--- config.mk ---
export PLATFORM = sky130hd
export DESIGN_NAME = alu_muldiv_seq
export DESIGN_NICKNAME = d
export VERILOG_FILES = /design/src/rtl/alu_muldiv_seq.sv
export SDC_FILE = /design/constraint.sdc
export NUM_CORES = 1
export LEC_CHECK = 0
export CORE_AREA = 10 10 118 67
export DETAILED_ROUTE_END_ITERATION = 8
export DIE_AREA = 0 0 128 77
export GPL_ROUTABILITY_DRIVEN = 1
export HOLD_SLACK_MARGIN = 0.02
export PLACE_DENSITY = 0.87
export SYNTH_ARGS = -nofsm -noshare
export SYNTH_HDL_FRONTEND = slang
export SYNTH_SLANG_ARGS = --single-unit
--- constraint.sdc ---
create_clock -name clk -period 2.25 [get_ports clk]
set_input_delay 0.45 -clock clk [delete_from_list [all_inputs] [get_ports clk]]
set_output_delay 0.45 -clock clk [all_outputs]
set_load 0.02 [all_outputs]
--- src/rtl/alu_muldiv_seq.sv ---
// Multi-cycle unsigned 8x8 multiply (shift-add) and 8/8 divide (restoring)
// sequencer. It borrows the shared ALU while busy, using only ADD and SUB
// plus the carry/borrow flag, and runs one iteration per RUN cycle.
module alu_muldiv_seq #(
    parameter logic [3:0] SEL_ADD = 4'd0,
    parameter logic [3:0] SEL_SUB = 4'd1,
    parameter int         ITER    = 8
) (
    input  logic       clk,
    input  logic       reset_n,
    input  logic       start,
    input  logic       op,
    input  logic [7:0] opnd_a,
    input  logic [7:0] opnd_b,
    output logic       busy,
    output logic       done,
    output logic       div_by_zero,
    output logic [7:0] result_hi,
    output logic [7:0] result_lo,
    output logic       alu_req,
    output logic [7:0] alu_a,
    output logic [7:0] alu_b,
    output logic [3:0] alu_sel,
    input  logic [7:0] alu_result,
    input  logic [3:0] alu_nzvc
);

    typedef enum logic [1:0] {
        ST_IDLE = 2'd0,
        ST_RUN  = 2'd1,
        ST_DONE = 2'd2
    } state_t;

    localparam logic [2:0] LAST_ITER = 3'(ITER - 1);

    state_t     state_q,  state_d;
    logic [2:0] cnt_q,    cnt_d;
    logic       op_q,     op_d;       // 0 = MUL, 1 = DIV
    logic [7:0] opnd_q,   opnd_d;     // multiplicand (MUL) or divisor (DIV)
    logic [7:0] hi_q,     hi_d;       // partial product high / remainder
    logic [7:0] lo_q,     lo_d;       // multiplier bits / quotient
    logic [7:0] res_hi_q, res_hi_d;
    logic [7:0] res_lo_q, res_lo_d;
    logic       dbz_q,    dbz_d;

    // Intermediate iteration values
    logic       carry;
    logic       div_msb;
    logic [7:0] div_r;
    logic [7:0] div_q;
    logic [7:0] iter_hi;
    logic [7:0] iter_lo;

    // Only the carry/borrow flag matters; the other flags are deliberately dropped.
    logic unused_nzvc;
    assign unused_nzvc = ^alu_nzvc[3:1];

    // State and datapath registers; reset aborts any run without a done pulse.
    always_ff @(posedge clk or negedge reset_n) begin
        if (!reset_n) begin
            state_q  <= ST_IDLE;
            cnt_q    <= 3'd0;
            op_q     <= 1'b0;
            opnd_q   <= 8'd0;
            hi_q     <= 8'd0;
            lo_q     <= 8'd0;
            res_hi_q <= 8'd0;
            res_lo_q <= 8'd0;
            dbz_q    <= 1'b0;
        end else begin
            state_q  <= state_d;
            cnt_q    <= cnt_d;
            op_q     <= op_d;
            opnd_q   <= opnd_d;
            hi_q     <= hi_d;
            lo_q     <= lo_d;
            res_hi_q <= res_hi_d;
            res_lo_q <= res_lo_d;
            dbz_q    <= dbz_d;
        end
    end

    // Next-state, iteration datapath and ALU drive.
    always_comb begin
        state_d  = state_q;
        cnt_d    = cnt_q;
        op_d     = op_q;
        opnd_d   = opnd_q;
        hi_d     = hi_q;
        lo_d     = lo_q;
        res_hi_d = res_hi_q;
        res_lo_d = res_lo_q;
        dbz_d    = dbz_q;
        alu_a    = 8'd0;
        alu_b    = 8'd0;
        alu_sel  = SEL_ADD;
        carry    = alu_nzvc[0];
        // Divide pre-shift sits combinationally ahead of the ALU.
        div_msb  = hi_q[7];
        div_r    = {hi_q[6:0], lo_q[7]};
        div_q    = {lo_q[6:0], 1'b0};
        iter_hi  = hi_q;
        iter_lo  = lo_q;

        case (state_q)
            ST_RUN: begin
                alu_b = opnd_q;
                if (!op_q) begin
                    alu_sel = SEL_ADD;
                    alu_a   = hi_q;
                    if (lo_q[0]) begin
                        iter_hi = {carry, alu_result[7:1]};
                        iter_lo = {alu_result[0], lo_q[7:1]};
                    end else begin
                        iter_hi = {1'b0, hi_q[7:1]};
                        iter_lo = {hi_q[0], lo_q[7:1]};
                    end
                end else begin
                    alu_sel = SEL_SUB;
                    alu_a   = div_r;
                    // Borrow flag set means r' < divisor, unless the shifted-out
                    // bit makes the true 9-bit remainder large enough anyway.
                    if (div_msb || !carry) begin
                        iter_hi = alu_result;
                        iter_lo = div_q | 8'd1;
                    end else begin
                        iter_hi = div_r;
                        iter_lo = div_q;
                    end
                end
                hi_d  = iter_hi;
                lo_d  = iter_lo;
                cnt_d = cnt_q + 3'd1;
                if (cnt_q == LAST_ITER) begin
                    state_d  = ST_DONE;
                    res_hi_d = iter_hi;
                    res_lo_d = iter_lo;
                end
            end

            default: begin
                // IDLE and DONE both accept a new request.
                if (start) begin
                    op_d   = op;
                    dbz_d  = 1'b0;
                    cnt_d  = 3'd0;
                    hi_d   = 8'd0;
                    opnd_d = op ? opnd_b : opnd_a;
                    lo_d   = op ? opnd_a : opnd_b;
                    if (op && (opnd_b == 8'd0)) begin
                        state_d  = ST_DONE;
                        dbz_d    = 1'b1;
                        res_hi_d = opnd_a;
                        res_lo_d = 8'hFF;
                    end else begin
                        state_d = ST_RUN;
                    end
                end else if (state_q == ST_DONE) begin
                    state_d = ST_IDLE;
                end
            end
        endcase
    end

    assign busy        = (state_q == ST_RUN);
    assign done        = (state_q == ST_DONE);
    assign alu_req     = busy;
    assign div_by_zero = dbz_q;
    assign result_hi   = res_hi_q;
    assign result_lo   = res_lo_q;

endmodule

==> run metrics <==
Worst setup EP type output pin; commonest non-fill, non-tap cells in the layout mux2i_1 (53), dfrtp_1 (47), clkdlybuf4s50_1 (45), nand2_1 (34); Seq cells post-synth 47; Nets 384; Most used DFF post-synth dfrtp_1; Max-Slew Margin vs Limit 59.68%; Top Family by Delay on Critical Path buffers and inverters; Routed Antenna Nets 0; H-tree levels 2; Total Routing Usage GR 15.66%; R2R Path End result_hi[5]; f_max 475.0 MHz; crit path max fanout 19; synth unique cells 33; number of remaining DRC errors 0; synthesized area 2775 sq um; gpl congestion 0.9270; Rows 20; Most common cell on crit path inv_1; routed via count 2368; Slowest cell on crit path dfrtp_1; switching power 2.734 mW; core box area 5856 sq um; R2R depth 6; Placed Area 3570 sq um; ranking of synthesized cells by area dfrtp_1 (42%), mux2i_1 (19%), nand2_1 (4.6%), mux2_2 (4.1%), o21ai_0 (3.1%); Synth Area per Inst 9.911 sq um; sequential-to-total area share from yosys stat 42.38%; Placed Cells 420; DRT Pass-1 Iters 4; Static Leak 1.741 nW; run status finished clean; Finished Layout Cells 428; clock tree buffer depth 2; WL/cell 18.66 microns; Final min period 2.105 ns; Hold Violations, Final 0; first-pass GRT wire length 12650 microns; clock-pin transition on the worst setup and hold timing paths 0.07 ns; PnR worst setup slack 0.1446 ns; Iter 0 DRT Violations 273; RSZ-0062 raised after global routing no; Flop pwr share 26.0%; Post-synth EDFFs 0; post-synthesis async set-or-reset flop share 100.0%; synth-to-layout area growth 34.36%; final total power 6.142 mW; Req. time, crit path 1.80 ns; max incr delay on CP 0.39 ns; vias per inst 5.533; fin crit share 93.57%; Clock Latency Late Sink 0.29 ns; Syn. warnings 0; total power per unit cell area 1647 nW/um^2; post-route design area 3729 sq um; class of the worst hold path input pin to asynchronous set/reset pin; endpoints failing setup 0; CP bufs+invs 4; Initial Utilization 47.39%; vias in the first global route 2313; CP Cell Sequence nand2b_1 -> inv_1 -> buf_6 -> nand2_1 -> inv_1 -> dlygate4sd2_1; Die Area 9856 sq um; Pint 3.408 mW; largest net degree at the start of global routing 40; Top Ports 72; Post-Syn Instances 280; Antenna diodes 0; CTS buffer count 5; post-synth top area share 42.38%; peak supply drop 0.8509 mV; Post-DP HPWL 5994 microns; Sw Ratio 44.51%; wirelength, routed 7988 microns; Worst Skew 0.005048 ns; TritonCTS Sinks 47; max_cap viols 0; Clk pwr share 14.2%; Startpoint Class register; CTS tree yes; most common cell after layout, fill and taps aside mux2i_1; Reg2Reg Setup Slack 0.38 ns; fraction of layout cells with a size suffix above 1 11.97%; Logic pwr share 59.8%; IO buf count 65; worst-margin pin slew 0.6048 ns; die height 77 microns; largest area contributor in the netlist dfrtp_1; critical path type register to output pin; Overflow after GRT 0; Setup WS pre-CTS -0.1890 ns; clock root buffer clkbuf_16; final core occ 63.68%; Die X 128 microns; RR Startpoint state_q[0]; initial antenna violation count 0; CP arrival 1.66 ns; Max Slew Vio Count 0
## through the flow
step / TNS [ns] / hold slack (ns)
4_1_cts: 0 / 0.1136
6_report: 0 / 0.1011
5_1_grt: 0 / 0.1284
2_1_floorplan: 0 / 0.1544
3_3_place_gp: -1.225 / 0.4146
3_5_place_dp: -2.450 / 0.4215
## synth_stat cells, drive strengths merged (8+ instances only)
cell	n
nor2	11
mux2i	53
dfrtp	47
buf	15
mux2	10
inv	8
clkbuf	10
nor2b	8
a21o	8
and2	8
o21ai	17
nand2	34
## routing by layer
metal | global-route usage (%) | wire length [microns]
met2 | 21.70 | 3424
met4 | 2.013 | 15
met3 | 4.942 | 803
met1 | 23.33 | 3744
met5 | 0 | 0
## worst register-to-register path, delay by kind of cell, from the launching register on
family	cells	cell delay (ns)
AOI/OAI and AO/OA	1	0.29
muxes	1	0.34
buffers and inverters	2	0.43
and+or+nand+nor	2	0.29
DFF	1	0.41
## sequential cells by signal, indices dropped and copies added (netlist names)
name	count
cnt_q	3
div_by_zero	1
hi_q	8
lo_q	8
op_q	1
opnd_q	8
result_hi	8
result_lo	8
state_q	2
## kinds of logic (layout without fill, tap and decap cells)
kind of cell,after synthesis,count (layout),synth area share (%)
flip-flops,47,47,42.38
AO/OA/AOI/OAI,54,54,13.30
other,1,3,0.1351
buffers and inverters,33,102,5.591
AND/OR/NAND/NOR,80,80,14.52
adder cells (fa/ha/maj),2,2,0.9016
multiplexers,63,63,23.17
## area by class of cell
cell class              count  area, sq um
fillers                   488         2127
multi-input cells         202         1458
flip-flops and latches     47         1176
repair buffers             86        795.8
clock buffers               5        125.1
well taps                  77        96.34
clock inverters             3        47.55
inverters                   8        30.03
## how the worst max path moves through the flow
stage / from / to / slack [ns] / depth (start not counted)
6_report: state_q[1] / alu_sel[0] / 0.14 / 6
5_1_grt: state_q[1] / alu_sel[0] / 0.03 / 6
4_1_cts: opnd_b[3] / result_hi[4] / 0.07 / 6
3_5_place_dp: opnd_b[3] / result_hi[6] / -0.19 / 6
3_3_place_gp: opnd_b[3] / result_hi[6] / -0.12 / 6
2_1_floorplan: state_q[1] / busy / 0.22 / 5
## power by group through the flow
stage | sequential [mW] | combinational [mW] | clock, mW
2_1_floorplan | 1.66 | 2.26 | 0
3_3_place_gp | 1.58 | 3.77 | 0
3_5_place_dp | 1.61 | 3.86 | 0
4_1_cts | 1.59 | 3.69 | 0.877
5_1_grt | 1.65 | 4.01 | 0.915
6_report | 1.60 | 3.67 | 0.872
## what timing repair did
action,CTS,global route
resized for setup,19,2
hold endpoints to repair,0,0
hold buffers,0,0
buffers inserted,0,0
endpoints found under the setup margin,19,15
(Power assumes the default switching activity.)
